`src/rtl/zion_mult_seq.sv`:
```
// Multi-cycle sign-magnitude shift-add multiplier that retires BITS_PER_CYCLE multiplier bits per clock.
// Define ZION_MULT_EARLY_TERM_EN to leave CALC as soon as the remaining multiplier bits are all zero.
module zion_mult_seq #(
  parameter int DATA_WIDTH     = 32,
  parameter int BITS_PER_CYCLE = 2
) (
  input  logic                  iClk,
  input  logic                  iRst,
  input  logic                  iValid,
  output logic                  oReady,
  input  logic [DATA_WIDTH-1:0] iS1,
  input  logic [DATA_WIDTH-1:0] iS2,
  input  logic                  iS1Sign,
  input  logic                  iS2Sign,
  input  logic [1:0]            iMultOpEn,
  input  logic                  iFlush,
  output logic                  oValid,
  input  logic                  iReady,
  output logic [DATA_WIDTH-1:0] oResult
);

  localparam int W     = DATA_WIDTH;
  localparam int B     = BITS_PER_CYCLE;
  localparam int N     = W / B;
  localparam int CNT_W = (N > 1) ? $clog2(N) : 1;

  localparam logic [1:0] IDLE = 2'd0;
  localparam logic [1:0] CALC = 2'd1;
  localparam logic [1:0] DONE = 2'd2;

  generate
    if (!(B == 1 || B == 2 || B == 4) || (W % B) != 0) begin : gBadParam
      $error("zion_mult_seq: BITS_PER_CYCLE must be 1, 2 or 4 and divide DATA_WIDTH");
    end
  endgenerate

  logic [1:0]       stateReg;
  logic [CNT_W-1:0] cntReg;
  logic [2*W-1:0]   mcandReg;
  logic [W-1:0]     mplierReg;
  logic             signReg;
  logic [1:0]       opEnReg;
  logic [2*W-1:0]   accReg;
  logic [W-1:0]     resultReg;

  logic             s1Neg;
  logic             s2Neg;
  logic [W-1:0]     s1Mag;
  logic [W-1:0]     s2Mag;
  logic [2*W-1:0]   ppTerm [B];
  logic [2*W-1:0]   ppSum;
  logic [2*W-1:0]   accSum;
  logic [2*W-1:0]   finalProduct;
  logic [W-1:0]     mplierShift;
  logic             lastStep;

  assign s1Neg = iS1Sign & iS1[W-1];
  assign s2Neg = iS2Sign & iS2[W-1];
  assign s1Mag = s1Neg ? (~iS1 + W'(1)) : iS1;
  assign s2Mag = s2Neg ? (~iS2 + W'(1)) : iS2;

  // One shifted copy of the multiplicand per multiplier bit retired this cycle.
  generate
    for (genvar gi = 0; gi < B; gi++) begin : gPartial
      assign ppTerm[gi] = mplierReg[gi] ? (mcandReg << gi) : '0;
    end
  endgenerate

  always_comb begin
    ppSum = '0;
    for (int i = 0; i < B; i++) begin
      ppSum = ppSum + ppTerm[i];
    end
  end

  assign accSum       = accReg + ppSum;
  assign finalProduct = signReg ? (~accSum + (2*W)'(1)) : accSum;
  assign mplierShift  = mplierReg >> B;

`ifdef ZION_MULT_EARLY_TERM_EN
  assign lastStep = (cntReg == '0) || (mplierShift == '0);
`else
  assign lastStep = (cntReg == '0);
`endif

  always_ff @(posedge iClk) begin
    if (iRst) begin
      stateReg  <= IDLE;
      cntReg    <= '0;
      mcandReg  <= '0;
      mplierReg <= '0;
      signReg   <= 1'b0;
      opEnReg   <= 2'b00;
      accReg    <= '0;
      resultReg <= '0;
    end else begin
      case (stateReg)
        IDLE: begin
          if (!iFlush && iValid) begin
            stateReg  <= CALC;
            cntReg    <= CNT_W'(N - 1);
            mcandReg  <= {{W{1'b0}}, s1Mag};
            mplierReg <= s2Mag;
            signReg   <= s1Neg ^ s2Neg;
            opEnReg   <= iMultOpEn;
            accReg    <= '0;
          end
        end
        CALC: begin
          if (iFlush) begin
            stateReg <= IDLE;
          end else begin
            accReg    <= accSum;
            mcandReg  <= mcandReg << B;
            mplierReg <= mplierShift;
            cntReg    <= cntReg - CNT_W'(1);
            if (lastStep) begin
              stateReg  <= DONE;
              resultReg <= (finalProduct[2*W-1:W] & {W{opEnReg[0]}}) |
                           (finalProduct[W-1:0]   & {W{opEnReg[1]}});
            end
          end
        end
        DONE: begin
          if (iFlush || iReady) begin
            stateReg <= IDLE;
          end
        end
        default: stateReg <= IDLE;
      endcase
    end
  end

  assign oReady  = (stateReg == IDLE);
  assign oValid  = (stateReg == DONE);
  assign oResult = resultReg;

endmodule

```
`config.mk`:
```
export PLATFORM = sky130hd
export DESIGN_NAME = zion_mult_seq
export DESIGN_NICKNAME = d
export VERILOG_FILES = /design/src/rtl/zion_mult_seq.sv
export SDC_FILE = /design/constraint.sdc
export NUM_CORES = 1
export LEC_CHECK = 0
export CORE_UTILIZATION = 40
export CTS_BUF_LIST = sky130_fd_sc_hd__clkbuf_2 sky130_fd_sc_hd__clkbuf_4 sky130_fd_sc_hd__clkbuf_8
export DETAILED_ROUTE_END_ITERATION = 8
export PLACE_DENSITY = 0.56
export SYNTH_ARGS = -nofsm -noshare
export SYNTH_HDL_FRONTEND = slang
export SYNTH_SLANG_ARGS = --single-unit
```
`constraint.sdc`:
```
create_clock -name iClk -period 7.6 [get_ports iClk]
set_clock_uncertainty 0.2 [all_clocks]
set_input_delay 1.52 -clock iClk [delete_from_list [all_inputs] [get_ports iClk]]
set_output_delay 1.52 -clock iClk [all_outputs]
set_load 0.02 [all_outputs]
```
==> metrics.csv, run 1 <==
metric,value,unit
outcome,"finished, final reports clean",
global-route congestion overflow total,0,
flop and latch count out of synthesis,201,
1st-pass router iterations,6,
Yosys warning count,0,
HPWL reported at the end of detailed placement,46.25,mm
Avg Inst Size Synth,7.551,um^2
clock tree from TritonCTS,done,
number of violations of the max-capacitance limit,0,
gate count of the mapped netlist,2299,
clock transition time at the flip-flop clock pins of the worst setup and hold paths,0.06,ns
number of hold violations in the final report,0,
flop-to-flop setup slack,0.68,ns
delay of the slowest cell on the worst path,0.89,ns
hold-fix buffers at CTS,0,
syn_nets,2502,
setup repair after global routing missed its margin,false,
number of nets with antenna violations after detailed routing,0,
main flop type after synthesis,dfxtp_1,
cells traversed along the worst timing path,and2_1 -> fa_1 -> ha_1 -> fa_1 -> nand3_1 -> a21oi_1 -> a41oi_1 -> a211o_1 -> nand3_1 -> o311ai_1 -> nand4bb_1 -> or3_1 -> nor4_4 -> nand3_1 -> a311o_1 -> a211oi_2,
number of non-filler instances in the completed layout,2914,
Setup-failing EPs final,0,
Register-to-Register Path Depth,16,
clock sinks,201,
tightest slew margin relative to the limit,17.68,%
count of unique library cells instantiated by Yosys,80,
"Top cell by count, worst path",nand3_1,
number of antenna violations at the first check in global routing,0,
number of fillers in the final layout,4382,
WL per Instance,20.76,um
launch instance of the worst register-to-register path,mplierReg[1],
critical-path maximum fanout,37,
number of DRC markers in iteration 0,1341,
pwr/cell area,144.5,mW/mm^2
Worst Hold Path EP,mplierReg[29],
diode count,0,
post-route minimum period,6.917,ns
starting density of the core,40.93,%
most used standard cells in the synthesized netlist,"nor2_1, a21oi_1, dfxtp_1, and2_1, clkbuf_1",
deepest clock path buffer count,3,
"Seq/Total Area, Yosys",23.18,%
number of buffer cells added on primary ports,106,
via-per-instance ratio,5.891,
die width,210.3,um
sum of buffers and inverters on the critical path,0,
final estimated routing congestion in global placement,0.9840,
CTS H-Tree Depth,2,
arrival time worst endpoint,7.24,ns
post-synthesis instance area,0.01736,mm^2
ranking of synthesized cells by area,"dfxtp_1, nor2_1, fa_1",
Detailed Route WL,60.50,mm
Hold Path Depth,2,
post-cts repair resize count,0,
kind of end point of the critical path,flop,
largest delay contributor family on the critical path,compound AO/OA/AOI/OAI gates,
Yosys top cell area share,23.18,%
Num CTS Buffers,41,
max frequency,144.6,MHz
global-route wire length before repair,95.74,mm
DRC violation count after routing,0,
"Period Utilization, post-route",91.02,%
area added between synthesis and finish,12.64,%
fraction of registers with async set or reset after synthesis,0,%
beginning of the worst hold path,mplierReg[31],
"final std cell area, no fill",0.01955,mm^2
Post-Place Cells,2843,
RR Endpoint,oResult[31],
cell taking the most area after synthesis,dfxtp_1,
later-pin clock latency in the skew report,0.62,ns
Critical-path top delay cell,o311ai_1,
WHS,0.2702,ns
number of flops mapped to enable cells by yosys,0,
die area,0.04423,mm^2
overall die height,210.3,um
library cell used as clock root buffer,clkbuf_8,
worst min path class,reg -> reg,
number of cell rows,75,
critical path startpoint category,flop,
final count of pins violating max slew,0,
Final TNS setup,0,ns
largest net degree at the start of global routing,131,
I/O pin cnt,107,
leakage,7.705,nW
setup repair bufs after CTS,0,
share of layout cells above drive strength 1,5.392,%
via count,17170,
total power consumption of the routed design,0.002825,W
via count of the first global-routing pass,16620,
library cell with the highest instance count after synthesis,nor2_1,
instance area after placement,0.01871,mm^2
Final nets,2512,
GRT Resource Usage Total,27.48,%
Critical Path RT,7.93,ns
worst ir drop on vdd,0.00009487,V
critical path class,reg -> reg,
Core Box Area,0.04242,mm^2
Least-Margin Pin Slew,1.224,ns
how the worst max path moves through the flow:
stage	startpoint	end	slack, ns	cells past startpoint
3_3_place_gp	mplierReg[0]	oResult[31]	0.79	16
3_5_place_dp	mplierReg[0]	oResult[31]	0.76	16
2_1_floorplan	mplierReg[0]	oResult[31]	2.01	21
4_1_cts	mplierReg[0]	oResult[31]	0.73	16
5_1_grt	mplierReg[0]	oResult[31]	0.35	16
6_report	mplierReg[1]	oResult[31]	0.68	16
logic make-up (layout without fill, tap and decap cells):
kind of cell | Yosys count | count (layout) | share of synthesized area [%]
AO/OA/AOI/OAI | 695 | 695 | 26.52
XOR/XNOR | 142 | 142 | 7.164
adder cells (fa/ha/maj) | 130 | 130 | 12.09
buffers and inverters | 203 | 241 | 4.598
flip-flops | 201 | 201 | 23.18
multiplexers | 11 | 11 | 0.6559
AND/OR/NAND/NOR | 917 | 917 | 25.79
routing by layer:
metal  part of all wire, %  up-vias  GRT usage (%)
met5                     0        -              0
met4                   2.9        0          9.061
met3                   4.1      103          3.114
met2                    45      459          43.94
met1                    48     8279          38.39
li1                      -     8325              -
worst register-to-register path, cell delays in order (launching register included):
cell and delay, ns:
dfxtp_2 0.78, and2_1 0.25, fa_1 0.43, ha_1 0.26
fa_1 0.43, nand3_1 0.13, a21oi_1 0.18, a41oi_1 0.48
a211o_1 0.33, nand3_1 0.21, o311ai_1 0.89, nand4bb_1 0.28
or3_1 0.64, nor4_4 0.62, nand3_1 0.16, a311o_1 0.38
a211oi_2 0.17
report_power, final:
part | total, W | internal [W] | switching, W | leakage [nW]
Clock | 0.00119 | 0.000668 | 0.000526 | 0.444
Combinational | 0.000501 | 0.000187 | 0.000315 | 5.63
Sequential | 0.00113 | 0.00109 | 0.0000411 | 1.63
per-stage QoR:
step                utilization, %  setup slack, ns
floorplan                        -            2.013
global placement             44.11           0.7864
detailed placement           44.11           0.7560
CTS                          46.10           0.7303
global route                 46.10           0.3462
finish                       46.10           0.6827
final cells by class:
type | instances | area, um^2 | share of cell area (%)
Multi-Input combinational cell | 1895 | 12570 | 64.27
Sequential cell | 201 | 4028 | 20.60
Tap cell | 577 | 721.9 | 3.692
Clock inverter | 11 | 93.84 | 0.4799
Timing Repair Buffer | 130 | 1242 | 6.354
Inverter | 40 | 150.1 | 0.7679
Clock buffer | 60 | 750.7 | 3.840
sequential cells by signal (all words and copies together) (netlist names):
register   flops
mcandReg      64
signReg        1
mplierReg     32
accReg        64
oResult       32
stateReg       2
opEnReg        2
cntReg         4
cell usage in the layout, fill, tap and decap left out, types with 67 or more instances in the layout:
cell / n
dfxtp_1: 198
and2_1: 151
clkdlybuf4s50_1: 105
a22oi_1: 91
a211oi_1: 71
ha_1: 67
nor2_1: 367
a21oi_1: 213
o21ai_0: 92
xnor2_1: 112
nand2_1: 141
(Power assumes the default switching activity.)
==> run 2, diff against run 1 <==
--- a/config.mk
+++ b/config.mk
@@ -9,6 +9,7 @@
 export CTS_BUF_LIST = sky130_fd_sc_hd__clkbuf_2 sky130_fd_sc_hd__clkbuf_4 sky130_fd_sc_hd__clkbuf_8
 export DETAILED_ROUTE_END_ITERATION = 8
 export PLACE_DENSITY = 0.56
+export SLEW_MARGIN = 20
 export SYNTH_ARGS = -nofsm -noshare
 export SYNTH_HDL_FRONTEND = slang
 export SYNTH_SLANG_ARGS = --single-unit
==> run 2 against run 1 <==
  * Setup slack got worse by 0.016 ns
  * Sequential cell count stayed put
  * Count of clock-buffer cells in the layout did not move
  * Via count is 0.16% higher
  * Register-to-register slack worse by 0.02 ns
  * Critical path type unchanged
  * Largest cell class unchanged
==> metrics.csv, run 2 (synthesized netlist as in run 1, its figures left out) <==
metric,value,unit,change
flop-to-flop setup slack,0.67,ns,-0.02 ns
post-cts repair resize count,0,,unchanged
switching power,0.0008824,W,about the same
via count,17190,,+0.16%
I/O pin cnt,107,,unchanged
later-pin clock latency in the skew report,0.62,ns,about the same
critical path class,reg -> reg,,
Top Registers,"accReg: 64 flops, mcandReg: 64 flops",,
die width,210.3,um,unchanged
deepest clock path buffer count,3,,unchanged
hold-fix buffers at CTS,0,,unchanged
final estimated routing congestion in global placement,0.9840,,unchanged
Least-Margin Pin Slew,1.103,ns,-0.1209 ns
sequential share of power,40.0,%,about the same
clock transition time at the flip-flop clock pins of the worst setup and hold paths,0.06,ns,about the same
switching part of the total power,31.23,%,about the same
number of nets with antenna violations after detailed routing,0,,unchanged
tightest slew margin relative to the limit,26.33,%,+8.7 points
Final Util,46.17,%,+0.071 points
setup repair bufs after CTS,0,,unchanged
via count of the first global-routing pass,16620,,unchanged
setup repair after global routing missed its margin,false,,
diode count,0,,unchanged
area added between synthesis and finish,12.81,%,
global-route wire length before repair,95.74,mm,unchanged
RR Endpoint,oResult[31],,
combinational share of power,17.8,%,about the same
starting density of the core,40.93,%,unchanged
number of antenna violations at the first check in global routing,0,,unchanged
beginning of the worst hold path,mplierReg[31],,
global-route congestion overflow total,0,,unchanged
worst ir drop on vdd,0.00009503,V,+0.17%
number of violations of the max-capacitance limit,0,,unchanged
clock sinks,201,,unchanged
number of cell rows,75,,unchanged
number of hold violations in the final report,0,,unchanged
HPWL reported at the end of detailed placement,46.25,mm,unchanged
Setup-failing EPs final,0,,unchanged
DRC violation count after routing,0,,unchanged
"Top cell by count, worst path",nand3_1,,
Core Box Area,0.04242,mm^2,unchanged
launch instance of the worst register-to-register path,mplierReg[1],,
number of DRC markers in iteration 0,1336,,-0.37%
leakage,7.715,nW,+0.13%
number of buffer cells added on primary ports,106,,unchanged
WHS,0.2710,ns,+0.0008480 ns
Internal Dissipation,0.001943,W,about the same
Critical Path RT,7.93,ns,about the same
critical path startpoint category,flop,,
kind of end point of the critical path,flop,,
Register-to-Register Path Depth,16,,unchanged
pwr/cell area,144.3,mW/mm^2,-0.14%
Detailed Route WL,60.36,mm,-0.22%
WL per Instance,20.71,um,-0.26%
outcome,"finished, final reports clean",,
most frequent cells in the layout,"nor2_1, a21oi_1, dfxtp_1",,
1st-pass router iterations,5,,-1
overall die height,210.3,um,unchanged
"Period Utilization, post-route",91.23,%,+0.21 points
clock tree from TritonCTS,done,,
fraction of power consumed by the clock network,42.3,%,about the same
library cell used as clock root buffer,clkbuf_8,,
share of layout cells above drive strength 1,5.603,%,+0.21 points
Post-Place Cells,2843,,unchanged
total power consumption of the routed design,0.002826,W,about the same
CTS H-Tree Depth,2,,unchanged
via-per-instance ratio,5.898,,+0.13%
die area,0.04423,mm^2,unchanged
arrival time worst endpoint,7.26,ns,+0.02 ns
post-route minimum period,6.934,ns,+0.01630 ns
Num CTS Buffers,41,,unchanged
number of non-filler instances in the completed layout,2915,,+0.034%
GRT Resource Usage Total,27.48,%,unchanged
Final nets,2513,,+0.040%
critical-path maximum fanout,37,,unchanged
cells traversed along the worst timing path,and2_1 -> fa_1 -> ha_1 -> fa_1 -> nand3_1 -> a21oi_1 -> a41oi_1 -> a211o_1 -> nand3_1 -> o311ai_1 -> nand4bb_1 -> or3_1 -> nor4_4 -> nand3_1 -> a311o_1 -> a211oi_2,,
largest net degree at the start of global routing,131,,unchanged
Critical-path top delay cell,o311ai_1,,
"most common cell after layout, fill and taps aside",nor2_1,,
Hold Path Depth,2,,unchanged
worst min path class,reg -> reg,,
max frequency,144.2,MHz,-0.24%
delay of the slowest cell on the worst path,0.87,ns,-0.02 ns
Final TNS setup,0,ns,unchanged
Worst Hold Path EP,mplierReg[29],,
final count of pins violating max slew,0,,unchanged
==> run 2: metal layers <==
layer / vias to the layer above / GRT usage, % / wire length (um)
met1: 8322 / 38.39 / 28480
met3: 103 / 3.114 / 2813
li1: 8317 / - / -
met4: 0 / 9.061 / 1794
met2: 452 / 43.94 / 27270
met5: - / 0 / 0
==> run 2: how the worst max path moves through the flow <==
stage | startpoint | to | slack [ns] | depth (start not counted)
CTS | mplierReg[0] | oResult[31] | 0.73 | 16
global route | mplierReg[0] | oResult[31] | 0.35 | 16
floorplan | mplierReg[0] | oResult[31] | 2.01 | 21
detailed placement | mplierReg[0] | oResult[31] | 0.76 | 16
global placement | mplierReg[0] | oResult[31] | 0.79 | 16
finish | mplierReg[1] | oResult[31] | 0.67 | 16
==> run 2: layout make-up <==
type | count | area (um^2)
flip-flops and latches | 201 | 4028
clock inverters | 11 | 93.84
multi-input cells | 1895 | 12580
fillers | 4379 | 22830
clock buffers | 60 | 750.7
repair buffers | 131 | 1257
inverters | 40 | 150.1
well taps | 577 | 721.9
==> run 2: stage by stage <==
step,setup slack [ns],cell area (um^2)
2_1_floorplan,2.013,17360
3_3_place_gp,0.7864,18710
3_5_place_dp,0.7560,18710
4_1_cts,0.7303,19550
5_1_grt,0.3462,19580
6_report,0.6664,19580
==> run 2: power groups by stage <==
stage / Combinational, W / Clock (W) / Sequential, W
6_report: 0.000502 / 0.00119 / 0.00113
3_5_place_dp: 0.000499 / 0 / 0.00115
2_1_floorplan: 0.000345 / 0 / 0.00113
3_3_place_gp: 0.000495 / 0 / 0.00115
5_1_grt: 0.000553 / 0.00127 / 0.00113
4_1_cts: 0.000501 / 0.00123 / 0.00113
==> run 2: worst max-delay path: cells and delay by family, from the launching register on <==
family,cells,cell delay [ns]
AOI/OAI and AO/OA,6,2.42
adders and majority gates,3,1.11
DFF,1,0.80
and+or+nand+nor,7,2.29
